--- config.mk ---
export PLATFORM = sky130hd
export DESIGN_NAME = sram_like_arbiter
export DESIGN_NICKNAME = d
export VERILOG_FILES = /design/src/rtl/sram_like_arbiter_pkg.sv /design/src/rtl/sram_like_arbiter_owner_fifo.sv /design/src/rtl/sram_like_arbiter.sv
export SDC_FILE = /design/constraint.sdc
export NUM_CORES = 1
export LEC_CHECK = 0
export ABC_AREA = 0
export BUFFER_PORTS_ARGS = -buffer_cell sky130_fd_sc_hd__buf_2
export CAP_MARGIN = 30
export CORE_AREA = 2 2 120 122
export CTS_CLUSTER_SIZE = 20
export DETAILED_ROUTE_END_ITERATION = 8
export DIE_AREA = 0 0 122 124
export GPL_TIMING_DRIVEN = 1
export SLEW_MARGIN = 20
export SYNTH_ARGS = -nofsm -noshare
export SYNTH_HDL_FRONTEND = slang
export SYNTH_HIERARCHICAL = 1
export SYNTH_SLANG_ARGS = --single-unit
--- constraint.sdc ---
create_clock -name clk -period 4.68 [get_ports clk]
set_input_delay 0.234 -clock clk [delete_from_list [all_inputs] [get_ports clk]]
set_output_delay 0.234 -clock clk [all_outputs]
set_load 0.1 [all_outputs]
--- src/rtl/sram_like_arbiter_pkg.sv ---
// Shared types for the sram-like arbiter: requester owner tags, FSM states and size codes.
// Optional round-robin arbitration is enabled with ARB_ROUND_ROBIN_EN (see sram_like_arbiter.sv).
package sram_like_arbiter_pkg;

    typedef enum logic {
        OWNER_INST = 1'b0,
        OWNER_DATA = 1'b1
    } owner_e;

    typedef enum logic {
        ARB_IDLE = 1'b0,
        ARB_LOCK = 1'b1
    } arb_state_e;

    localparam logic [1:0] SIZE_BYTE = 2'd0;
    localparam logic [1:0] SIZE_HALF = 2'd1;
    localparam logic [1:0] SIZE_WORD = 2'd2;

    function automatic owner_e other_owner(input owner_e o);
        return (o == OWNER_INST) ? OWNER_DATA : OWNER_INST;
    endfunction

endpackage

--- src/rtl/sram_like_arbiter_owner_fifo.sv ---
// Owner FIFO: remembers which requester owns each accepted, unanswered transaction, in order.
module sram_like_arbiter_owner_fifo
    import sram_like_arbiter_pkg::*;
#(
    parameter int unsigned DEPTH = 2
) (
    input  logic   clk,
    input  logic   reset,
    input  logic   push_i,
    input  logic   pop_i,
    input  owner_e din_i,
    output logic   full_o,
    output logic   empty_o,
    output owner_e head_o
);

    localparam int unsigned PTR_W = (DEPTH > 1) ? $clog2(DEPTH) : 1;
    localparam int unsigned CNT_W = $clog2(DEPTH + 1);

    owner_e           mem_q [DEPTH];
    logic [PTR_W-1:0] rd_ptr_q, rd_ptr_d;
    logic [PTR_W-1:0] wr_ptr_q, wr_ptr_d;
    logic [CNT_W-1:0] count_q,  count_d;
    logic             do_push, do_pop;

    function automatic logic [PTR_W-1:0] ptr_inc(input logic [PTR_W-1:0] p);
        return (p == PTR_W'(DEPTH - 1)) ? '0 : p + PTR_W'(1);
    endfunction

    assign full_o  = (count_q == CNT_W'(DEPTH));
    assign empty_o = (count_q == '0);
    assign do_push = push_i && !full_o;
    assign do_pop  = pop_i && !empty_o;
    assign head_o  = mem_q[rd_ptr_q];

    always_comb begin
        rd_ptr_d = do_pop  ? ptr_inc(rd_ptr_q) : rd_ptr_q;
        wr_ptr_d = do_push ? ptr_inc(wr_ptr_q) : wr_ptr_q;
        count_d  = count_q + CNT_W'(do_push) - CNT_W'(do_pop);
    end

    always_ff @(posedge clk or posedge reset) begin
        if (reset) begin
            rd_ptr_q <= '0;
            wr_ptr_q <= '0;
            count_q  <= '0;
            for (int i = 0; i < int'(DEPTH); i++) begin
                mem_q[i] <= OWNER_INST;
            end
        end else begin
            rd_ptr_q <= rd_ptr_d;
            wr_ptr_q <= wr_ptr_d;
            count_q  <= count_d;
            if (do_push) begin
                mem_q[wr_ptr_q] <= din_i;
            end
        end
    end

endmodule

--- src/rtl/sram_like_arbiter.sv ---
// Shares one sram-like port between the IF and MEM requesters; routes responses via an owner FIFO.
// Define ARB_ROUND_ROBIN_EN for alternating priority; default is fixed data-over-inst priority.
module sram_like_arbiter
    import sram_like_arbiter_pkg::*;
#(
    parameter int unsigned OUTSTANDING = 2,
    parameter int unsigned ADDR_W      = 32,
    parameter int unsigned DATA_W      = 32
) (
    input  logic              clk,
    input  logic              reset,

    input  logic              inst_req,
    input  logic              inst_wr,
    input  logic [1:0]        inst_size,
    input  logic [ADDR_W-1:0] inst_addr,
    input  logic [DATA_W-1:0] inst_wdata,
    output logic              inst_addr_ok,
    output logic              inst_data_ok,
    output logic [DATA_W-1:0] inst_rdata,

    input  logic              data_req,
    input  logic              data_wr,
    input  logic [1:0]        data_size,
    input  logic [ADDR_W-1:0] data_addr,
    input  logic [DATA_W-1:0] data_wdata,
    output logic              data_addr_ok,
    output logic              data_data_ok,
    output logic [DATA_W-1:0] data_rdata,

    output logic              m_req,
    output logic              m_wr,
    output logic [1:0]        m_size,
    output logic [ADDR_W-1:0] m_addr,
    output logic [DATA_W-1:0] m_wdata,
    input  logic              m_addr_ok,
    input  logic              m_data_ok,
    input  logic [DATA_W-1:0] m_rdata,

    output logic              proto_err
);

    arb_state_e state_q, state_d;
    owner_e     owner_q, owner_d;
    owner_e     pick, cur_owner, head;
    logic       fifo_full, fifo_empty;
    logic       push, pop;
    logic       proto_err_q, proto_err_d;

`ifdef ARB_ROUND_ROBIN_EN
    owner_e     rr_q, rr_d;
`endif

    // Requester choice when idle; only matters when both are requesting.
    always_comb begin
        pick = OWNER_INST;
        if (inst_req && data_req) begin
`ifdef ARB_ROUND_ROBIN_EN
            pick = rr_q;
`else
            pick = OWNER_DATA;
`endif
        end else if (data_req) begin
            pick = OWNER_DATA;
        end
    end

    assign cur_owner = (state_q == ARB_LOCK) ? owner_q : pick;
    assign push      = m_req && m_addr_ok;
    assign pop       = m_data_ok && !fifo_empty;

    always_ff @(posedge clk or posedge reset) begin
        if (reset) begin
            state_q     <= ARB_IDLE;
            owner_q     <= OWNER_INST;
            proto_err_q <= 1'b0;
`ifdef ARB_ROUND_ROBIN_EN
            rr_q        <= OWNER_DATA;
`endif
        end else begin
            state_q     <= state_d;
            owner_q     <= owner_d;
            proto_err_q <= proto_err_d;
`ifdef ARB_ROUND_ROBIN_EN
            rr_q        <= rr_d;
`endif
        end
    end

    // Grant is latched when the bridge does not accept in the pick cycle and held until addr_ok.
    always_comb begin
        state_d     = state_q;
        owner_d     = owner_q;
        proto_err_d = proto_err_q | (m_data_ok & fifo_empty);
`ifdef ARB_ROUND_ROBIN_EN
        rr_d        = push ? other_owner(cur_owner) : rr_q;
`endif
        case (state_q)
            ARB_IDLE: begin
                if (m_req && !m_addr_ok) begin
                    state_d = ARB_LOCK;
                    owner_d = pick;
                end
            end
            ARB_LOCK: begin
                if (push) begin
                    state_d = ARB_IDLE;
                end
            end
            default: state_d = ARB_IDLE;
        endcase
    end

    always_comb begin
        m_req        = 1'b0;
        m_wr         = 1'b0;
        m_size       = '0;
        m_addr       = '0;
        m_wdata      = '0;
        inst_addr_ok = 1'b0;
        data_addr_ok = 1'b0;
        if (!reset && !fifo_full && (state_q == ARB_LOCK || inst_req || data_req)) begin
            m_req = 1'b1;
        end
        if (m_req) begin
            if (cur_owner == OWNER_DATA) begin
                m_wr    = data_wr;
                m_size  = data_size;
                m_addr  = data_addr;
                m_wdata = data_wdata;
            end else begin
                m_wr    = inst_wr;
                m_size  = inst_size;
                m_addr  = inst_addr;
                m_wdata = inst_wdata;
            end
            inst_addr_ok = m_addr_ok && (cur_owner == OWNER_INST);
            data_addr_ok = m_addr_ok && (cur_owner == OWNER_DATA);
        end
    end

    assign inst_data_ok = !reset && pop && (head == OWNER_INST);
    assign data_data_ok = !reset && pop && (head == OWNER_DATA);
    assign inst_rdata   = m_rdata;
    assign data_rdata   = m_rdata;
    assign proto_err    = proto_err_q;

    sram_like_arbiter_owner_fifo #(
        .DEPTH (OUTSTANDING)
    ) u_owner_fifo (
        .clk     (clk),
        .reset   (reset),
        .push_i  (push),
        .pop_i   (m_data_ok),
        .din_i   (cur_owner),
        .full_o  (fifo_full),
        .empty_o (fifo_empty),
        .head_o  (head)
    );

endmodule

Yosys cells after proc, flatten, opt, wreduce, memory -nomap -nowiden
Cells that the tools add are included.
- bits in registers: 9
- input bits: 172
- output and inout bits: 137
- word-level logic and storage cells: 69
- $add $sub $neg: 4
- order comparisons: 3
- eq/ne operators: 1
- multiplexer cells: 25
- bitwise gates (word level): 7
- reductions and logical operators: 21
- operator list (kind ; number):
    $mux 32 ; 4
    $mux 1 ; 16
    $logic_and 1x1->1 ; 13
    $ge 2x2->1 const B ; 2
    $logic_not 1->1 ; 4
    $mux 2 ; 2
    $not 1->2 ; 2
    $not 1->1 ; 3
    $add 1x1->1 const B ; 2
    $add 2x1->2 ; 1
    $bwmux 2 ; 1
    $eq 2x2->1 const B ; 1
    $logic_not 2->1 ; 1
    $logic_or 1x1->1 ; 2
    $lt 2x1->1 const B ; 1
    $pmux 1 s2 ; 1
    $reduce_and 2->1 ; 1
    $sub 2x1->2 ; 1
    $and 1x1->1 ; 1
    $demux 1 s1 ; 1
    $or 1x1->1 ; 1

Logic depth before layout (Yosys ltp)
Gate-level depths: netlist of the first run.
- depth in word-level cells: 9
- gate-level depth with buffers: 12

Modules after synthesis
Netlist of the first run, hierarchy kept.
- modules (own cells, without submodules) (module ; times used ; cells each ; area each (um2)):
    sram_like_arbiter ; 1 ; 307 ; 1599.0
    sram_like_arbiter_owner_fifo ; 1 ; 24 ; 292.8

Worst setup path before layout of the first run
No wires, ideal clock.
- path type: register -> output
- start: register u_owner_fifo.rd_ptr_q
- end: output port inst_data_ok
- arrival: 3779 ps
- data required time: 4446 ps
- path slack: 667 ps
- stages on the path, launching flop included: 3
- cell sequence: dfrtp_1 > mux2_2 > nor4b_1
- word-level cells in the longest chain between the ends: 6
- ends and longest elaborated chain (what ; line ; RTL):
    start: declaration ; sram_like_arbiter_owner_fifo.sv:21 ; logic [PTR_W-1:0] rd_ptr_q, rd_ptr_d;
    start signal: assignment ; sram_like_arbiter_owner_fifo.sv:51 ; rd_ptr_q <= rd_ptr_d;
    $not 1->2 (not written as such) ; sram_like_arbiter_owner_fifo.sv:34 ; assign head_o = mem_q[rd_ptr_q];
    $mux 1 (not written as such) (3 in a row) ; sram_like_arbiter_owner_fifo.sv:34 ;
    named net head ; sram_like_arbiter.sv:45 ; owner_e pick, cur_owner, head;
    $not 1->1 ; sram_like_arbiter.sv:142 ; assign inst_data_ok = !reset && pop && (head == OWNER_INST);
    $logic_and 1x1->1 ; sram_like_arbiter.sv:142 ;
    end: declaration ; sram_like_arbiter.sv:19 ; output logic inst_data_ok,
The timed path passes the listed nets, and every way through them passes these cells. The select of a mux whose other input is x is not followed.

==> results of run 1 <==
-- worst max-delay path, cell delays in order, from the launching register on --
cell     delay, ps
dfrtp_1        450
mux2i_4        220
inv_2          450
buf_4          460
nand2_1         90
a21oi_1        220
buf_2          470
-- power by group through the flow --
stage / Clock [µW] / Sequential [µW] / Combinational (µW)
floorplan: 0 / 139 / 1840
global placement: 0 / 147 / 1890
detailed placement: 0 / 148 / 1890
CTS: 154 / 147 / 1900
global route: 157 / 153 / 1990
finish: 151 / 146 / 1880
-- through the flow --
| step | utilization (%) | instance area [µm²] | setup WS [ps] |
|---|---|---|---|
| floorplan | - | 1890 | 667 |
| global placement | 19.3 | 2650 | 1970 |
| detailed placement | 19.4 | 2660 | 2070 |
| CTS | 20.0 | 2750 | 1820 |
| global route | 20.0 | 2750 | 1640 |
| finish | 20.0 | 2750 | 1800 |
-- cell families (layout without fill, tap and decap cells) --
group | after synthesis | in the layout | synth area share (%)
AOI/OAI and AO/OA | 72 | 72 | 19.8
xor gates and xnor gates | 4 | 4 | 1.85
adders and majority gates | 2 | 2 | 1.32
buffers and inverters | 92 | 228 | 31.6
DFF | 9 | 9 | 11.9
muxes | 4 | 4 | 2.51
and+or+nand+nor | 148 | 148 | 31.0
-- final cells by class --
class | instances | area (µm²) | area share [%]
repair buffers | 217 | 1100 | 40.2
multi-input cells | 230 | 1090 | 39.5
flip-flops and latches | 9 | 225 | 8.20
well taps | 180 | 225 | 8.20
clock buffers | 4 | 78.8 | 2.87
inverters | 7 | 26.3 | 0.957
-- synth_stat cells (3+ instances only) --
master and n:
inv_1 5, buf_2 4, clkbuf_1 15, nand2_1 136, dfrtp_1 9, buf_4 66
xnor2_1 3, a21oi_1 67, nor2_1 3
-- per-layer routing --
metal / vias up / wire length, µm
li1: 1263 / -
met1: 1034 / 3370
met2: 137 / 3380
met3: 50 / 779
met4: 0 / 471
met5: - / 0
-- final timing paths --
| check | startpoint | endpoint | slack, ps | depth (start not counted) |
|---|---|---|---|---|
| worst max-delay path | flip-flop | m_wdata[8] | 1800 | 6 |
| worst min-delay path | m_addr_ok | flip-flop | 250 | 2 |
| worst max register to register | u_owner_fifo/count_q[1] | u_owner_fifo/count_q[1] | 2540 | 11 |
| worst min register to register | proto_err | proto_err | 460 | 1 |
| max in group asynchronous | reset | u_owner_fifo/mem_q[0] | 3930 | 3 |
| min in group asynchronous | reset | async pin | 490 | 3 |
==> results_dict.tcl, run 1 <==
set metrics [dict create \
    outcome "finished, final reports clean" \
    cts_max_path_buffers 2 \
    grt.met2_usage_pct 14.5 \
    swShare_pct 74.8 \
    top_usage_layer "met2" \
    diodes 0 \
    leakage_uw 0.00159 \
    use_met3_pct 1.97 \
    hpwlAfterDp_mm 6.45 \
    synth.top_cell.area_share_pct 27.0 \
    synth_edf_count 0 \
    clk-insertion-delay-late_ps 230 \
    post_drt_wl_per_cell_um 12.4 \
    wirelength_mm 8.00 \
    power_uw 2180 \
    dr.pass1.iters 4 \
    fin_cells 647 \
    cp_max_fo 36 \
    viasPerCell 3.84 \
    drv_slew 0 \
    gr-usage-all-layers_pct 9.50 \
    fmax_mhz 347 \
    placedCellCount 642 \
    rsz0062_at_grt "false" \
    core-area_mm2 0.0137 \
    endpoint_kind "primary output" \
    final_antenna_net_count 0 \
    syn_to_final_growth_pct 45.2 \
    worstMarginPinSlew_ps 713 \
    start_kind "flip-flop" \
    final_common_cell "buf_2" \
    p_per_area_mw_per_mm2 794 \
    hold_buffers 1 \
    overflow 0 \
    ys_types 27 \
    root_buffer "clkbuf_16" \
    nets 642 \
    synth-main-ff-cell "dfrtp_1" \
    fill_cells 1634 \
    grt_max_degree 69 \
    fin_tns_setup_ps 0 \
    ys_async_sr_fraction_pct 100 \
    synth_area_leaders "nand2_1, buf_4, a21oi_1" \
    clkSinkCount 9 \
    portBuffers 212 \
    chipHeight_um 124 \
    synth_area_mm2 0.00189 \
    antenna_found_initial 0 \
    first_iter_violations 68 \
    clock_skew_ps 1.74 \
    htreeDepth 1 \
    grt_pass1_wl_mm 11.5 \
    yosysWarnings 6 \
    relSlewSlack_pct 52.5 \
    synth_cells 331 \
    synth_fp_nets 505 \
    p_switching_uw 1630 \
    rows 43 \
    fp.dieW_um 122 \
    remaining_drc_errors 0 \
    p_seq_share_pct 6.7 \
    cp.required_ps 4450 \
    grt.met1_usage_pct 12.1 \
    dieArea_mm2 0.0151 \
    clkTransAtPathRegs_ps 40 \
    drive_gt1_share_pct 48.4 \
    gp_congestion 0.742 \
    first_global_vias 2319 \
    synth-seq-area-share_pct 11.9 \
    maxCapViolCount 0 \
    internal_power_uw 549 \
    critPathKind "reg2out" \
    period_minus_slack_ps 2880 \
    hold_violations 0 \
    cts_buffers 3 \
    min_path_type "in2reg" \
    final_cell_mix "buf_2, nand2_1, a21oi_1" \
    holdWs_ps 252 \
    synth_area_per_cell_um2 5.72 \
    cts.repair.resized 0 \
    setup_violations 0 \
    initial_core_util_pct 13.8 \
    max-vdd-ir-drop_mv 0.258 \
    cp_data_arrival_time_ps 2640 \
    synth.largest_area_cell "nand2_1" \
    cts_tree "done" \
    postCtsSetupBuffers 0 \
    synth_seq_cells 9 \
    power.share.clock_pct 6.9 \
    comb_power_share_pct 86.3 \
    io_pins 309 \
    fin_crit_sh_pct 61.5 \
    vias 2484 \
]
(Power assumes the default switching activity.)
==> run 2: changes to the inputs <==
--- a/config.mk
+++ b/config.mk
@@ -8,10 +8,10 @@
 export ABC_AREA = 0
 export BUFFER_PORTS_ARGS = -buffer_cell sky130_fd_sc_hd__buf_2
 export CAP_MARGIN = 30
-export CORE_AREA = 2 2 120 122
+export CORE_AREA = 2 2 119 121
 export CTS_CLUSTER_SIZE = 20
 export DETAILED_ROUTE_END_ITERATION = 8
-export DIE_AREA = 0 0 122 124
+export DIE_AREA = 0 0 121 123
 export GPL_TIMING_DRIVEN = 1
 export SLEW_MARGIN = 20
 export SYNTH_ARGS = -nofsm -noshare
==> constraint.sdc (replaced) <==
create_clock -name clk -period 2.75 [get_ports clk]
set_input_delay 0.1375 -clock clk [delete_from_list [all_inputs] [get_ports clk]]
set_output_delay 0.1375 -clock clk [all_outputs]
set_load 0.1 [all_outputs]
==> run 2 against run 1 <==
Net effect: core utilization grew 2.3 points; first-iteration DRC count grew 13%; register-to-register slack lost 1800 ps; count of clock-buffer cells in the layout shrank 1; global-route usage shrank 0.14 points; combinational power grew 84%; critical path depth is the same; largest cell class unchanged; highest routed layer unchanged.
==> results_dict.tcl, run 2 (same netlist as run 1, synthesis figures left out) <==
set metrics [dict create \
    drive_gt1_share_pct 53.7 \
    gr-usage-all-layers_pct 9.36 \
    chipHeight_um 123 \
    start_kind "flip-flop" \
    diodes 0 \
    worst-r2r-cell-count 11 \
    hold_violations 0 \
    initial_core_util_pct 13.9 \
    antenna_found_initial 0 \
    endpoint "m_addr[2]" \
    relSlewSlack_pct 66.0 \
    first_iter_violations 77 \
    max-vdd-ir-drop_mv 0.544 \
    clkTransAtPathRegs_ps 40 \
    overflow 0 \
    root_buffer "clkbuf_16" \
    hpwlAfterDp_mm 6.25 \
    portBuffers 212 \
    cts_max_path_buffers 2 \
    fin_cells 647 \
    final_common_cell "buf_2" \
    min_path_type "in2reg" \
    core-area_mm2 0.0136 \
    cts_buffers 3 \
    reg2reg_setup_slack_ps 720 \
    critPathKind "reg2out" \
    dpl_cell_area_mm2 0.00294 \
    gp_congestion 0.760 \
    dr.pass1.iters 4 \
    fmax_mhz 427 \
    post_drt_wl_per_cell_um 12.5 \
    maxCapViolCount 0 \
    grt_pass1_wl_mm 11.0 \
    vias 2492 \
    fin_tns_setup_ps 0 \
    worstMarginPinSlew_ps 510 \
    outcome "finished, final reports clean" \
    final_cell_mix "buf_2, nand2_1, a21oi_1" \
    fin_ws_ps 406 \
    timing.rr.start "u_owner_fifo/count_q[1]" \
    drv_slew 0 \
    syn_to_final_growth_pct 60.3 \
    setup_violations 0 \
    dp_slack_ps 640 \
    clkSinkCount 9 \
    cp.required_ps 2610 \
    fp.dieW_um 121 \
    nets 642 \
    leakage_uw 0.00164 \
    stdcell_area_mm2 0.00303 \
    endpoint_kind "primary output" \
    remaining_drc_errors 0 \
    period_minus_slack_ps 2340 \
    holdWs_ps 149 \
    cp_data_arrival_time_ps 2210 \
    first_global_vias 2161 \
    hp-start "m_data_ok" \
    clk-insertion-delay-late_ps 240 \
    cp_max_fo 45 \
    final_antenna_net_count 0 \
    htreeDepth 1 \
    placedCellCount 642 \
    viasPerCell 3.85 \
    grt_max_degree 72 \
    wirelength_mm 8.07 \
    clock_skew_ps 2.68 \
    dieArea_mm2 0.0149 \
    rows 43 \
    cts_tree "done" \
    rsz0062_at_grt "false" \
    p_per_area_mw_per_mm2 1310 \
    fin_crit_sh_pct 85.2 \
    io_pins 309 \
    reg2reg_to "u_owner_fifo/count_q[1]" \
]
run 2: cell count changes in the layout (fill, tap and decap cells not counted):
| cell | before | now |
|---|---|---|
| a21oi_1 | 67 | 47 |
| a21oi_2 | 0 | 20 |
| buf_12 | 0 | 13 |
| buf_2 | 212 | 201 |
| buf_4 | 3 | 2 |
| buf_6 | 1 | 0 |
| clkbuf_1 | 1 | 0 |
| clkinv_2 | 0 | 1 |
| nor3_1 | 2 | 0 |
| nor3_2 | 0 | 2 |
| nor4b_1 | 1 | 0 |
| nor4b_2 | 0 | 1 |
| nor4bb_1 | 1 | 0 |
| nor4bb_2 | 0 | 1 |
run 2: report_power, final:
part | switching (µW) | internal (µW) | total, µW
Sequential | 57.8 | 196 | 253
Combinational | 2740 | 711 | 3450
Clock | 72.1 | 192 | 264
run 2: worst min path at each step:
stage	end	slack, ps	cells after the start
4_1_cts	proto_err	150	2
6_report	proto_err	150	2
2_1_floorplan	async pin	-110	1
3_3_place_gp	proto_err	80	2
3_5_place_dp	owner_q	90	2
5_1_grt	proto_err	170	2
run 2: repair_timing:
| action | in CTS | in global routing |
|---|---|---|
| buffers inserted | 0 | 0 |
| resized for setup | 0 | 0 |
| hold endpoints to repair | 9 | 0 |
| hold buffers | 1 | 0 |
run 2: worst max-delay path, cell delays in order, from the launching register on:
cell and delay (ps):
dfrtp_1 450, mux2i_4 240, inv_2 60, buf_4 430, nand2_1 120, a21oi_1 190, buf_2 450
run 2: per-layer routing:
| metal | part of all wire (%) | vias to the layer above | global-route usage (%) |
|---|---|---|---|
| li1 | - | 1264 | - |
| met1 | 39 | 1058 | 10.9 |
| met2 | 49 | 134 | 16.7 |
| met3 | 8.1 | 36 | 1.89 |
| met4 | 3.8 | 0 | 4.00 |
| met5 | 0 | - | 0 |
run 2: area by class of cell:
| class | instances | area [µm²] |
|---|---|---|
| Fill cell | 1538 | 10600 |
| Tap cell | 180 | 225 |
| Multi-Input combinational cell | 230 | 1180 |
| Sequential cell | 9 | 225 |
| Clock inverter | 1 | 5.00 |
| Clock buffer | 3 | 75.1 |
| Timing Repair Buffer | 217 | 1290 |
| Inverter | 7 | 26.3 |
run 2: through the flow:
step	util (%)	total power [µW]
after floorplan	-	3430
after global placement	21.6	3710
after global routing	22.3	4150
final	22.3	3970
after CTS	22.3	4000
after detailed placement	21.6	3730
==> run 3: changes to the inputs <==
--- a/config.mk
+++ b/config.mk
@@ -13,6 +13,7 @@
 export DETAILED_ROUTE_END_ITERATION = 8
 export DIE_AREA = 0 0 121 123
 export GPL_TIMING_DRIVEN = 1
+export PLACE_DENSITY_LB_ADDON = 0.1
 export SLEW_MARGIN = 20
 export SYNTH_ARGS = -nofsm -noshare
 export SYNTH_HDL_FRONTEND = slang
==> run 3 against run 2 <==
Net effect: core utilization grew 6.2 points; register-to-register slack lost 90 ps; final cell count is 0.15% higher; clock power is 3% lower; clock skew decreased by 0.60 ps; sequential share of layout area shrank 1.6 points; design area rose by 28%; global-route usage rose by 1.1 points; first-iteration DRC count decreased by 40%; flip-flop and latch count stayed put.
==> results_dict.tcl, run 3 (same netlist as run 1, synthesis figures left out) <==
set metrics [dict create \
    drv_slew 0 \
    fin_crit_sh_pct 84.1 \
    chipHeight_um 123 \
    hold_violations 0 \
    post_drt_wl_per_cell_um 13.2 \
    rows 43 \
    portBuffers 212 \
    dieArea_mm2 0.0149 \
    clk-insertion-delay-late_ps 230 \
    leakage_uw 0.00183 \
    antenna_found_initial 0 \
    diodes 0 \
    fin_cells 648 \
    min_path_type "in2reg" \
    final_cell_mix "buf_2, nand2_1, buf_12" \
    gr-usage-all-layers_pct 10.5 \
    cts_tree "done" \
    outcome "finished, final reports clean" \
    fmax_mhz 432 \
    cp_max_fo 34 \
    fp.dieW_um 121 \
    dpl_cell_area_mm2 0.00379 \
    start_kind "flip-flop" \
    worstMarginPinSlew_ps 558 \
    first_global_vias 2491 \
    maxCapViolCount 0 \
    root_buffer "clkbuf_16" \
    io_pins 309 \
    cts.repair.resized 0 \
    core-area_mm2 0.0136 \
    syn_to_final_growth_pct 105 \
    cp.required_ps 2610 \
    cp_data_arrival_time_ps 2170 \
    dr.pass1.iters 4 \
    placedCellCount 643 \
    clkTransAtPathRegs_ps 40 \
    final_common_cell "buf_2" \
    vias 2510 \
    relSlewSlack_pct 62.8 \
    final_antenna_net_count 0 \
    stdcell_area_mm2 0.00388 \
    nets 643 \
    reg2reg_setup_slack_ps 630 \
    setup_violations 0 \
    endpoint_kind "primary output" \
    max-vdd-ir-drop_mv 0.391 \
    initial_core_util_pct 13.9 \
    cts_max_path_buffers 2 \
    gp_congestion 0.722 \
    clock_skew_ps 2.08 \
    fin_tns_setup_ps 0 \
    period_minus_slack_ps 2310 \
    remaining_drc_errors 0 \
    overflow 0 \
    first_iter_violations 46 \
    wirelength_mm 8.56 \
    rsz0062_at_grt "false" \
    htreeDepth 1 \
    p_per_area_mw_per_mm2 1210 \
    grt_max_degree 71 \
    hpwlAfterDp_mm 6.73 \
    drive_gt1_share_pct 53.6 \
    clkSinkCount 9 \
    critPathKind "reg2out" \
    viasPerCell 3.87 \
    cts_buffers 3 \
    grt_pass1_wl_mm 12.7 \
]
==> run 3: worst paths after layout <==
kind,from,end,cells after the start
max in group asynchronous,reset,u_owner_fifo/count_q[0],3
worst min-delay path,m_addr_ok,flip-flop,2
worst max-delay path,flip-flop,m_wdata[0],4
min in group asynchronous,reset,proto_err,3
worst min register to register,proto_err,proto_err,1
worst max register to register,u_owner_fifo/count_q[0],u_owner_fifo/count_q[1],11
==> run 3: final cells by class <==
class                      instances  area [µm²]
timing repair buffer             218        2140
sequential                         9         225
multi-input combinational        230        1180
tap                              180         225
inverter                           7        26.3
fill                            1483        9730
clock buffer                       4        78.8
==> run 3: per-stage QoR <==
step	hold slack, ps	utilization, %	total power (µW)	worst slack, ps
2_1_floorplan	-109	-	3430	23.2
3_3_place_gp	81.8	27.9	4500	651
3_5_place_dp	84.0	27.9	4500	600
4_1_cts	145	28.5	4770	383
5_1_grt	155	28.5	4930	267
6_report	144	28.5	4700	438
==> run 3: timing repair <==
action,4_1_cts,5_1_grt
hold buffers,1,0
setup buffers,0,0
endpoints found under the hold margin,9,0
==> run 3: critical path, stage by stage (launching register included) <==
cell	delay, ps
dfrtp_1	450
o31ai_4	570
buf_4	530
a21oi_1	150
buf_12	200
==> run 3: power breakdown <==
| group | switching [µW] | internal, µW |
|---|---|---|
| Clock | 61.7 | 194 |
| Sequential | 52.1 | 196 |
| Combinational | 2870 | 1330 |
| Total | 2980 | 1720 |
==> run 3: metal layers <==
layer	up-vias	part of all wire (%)	track usage, %
met5	-	0	0
met4	0	2.3	2.98
met3	27	8.7	2.44
met2	131	51	19.8
met1	1085	38	11.7
li1	1267	-	-
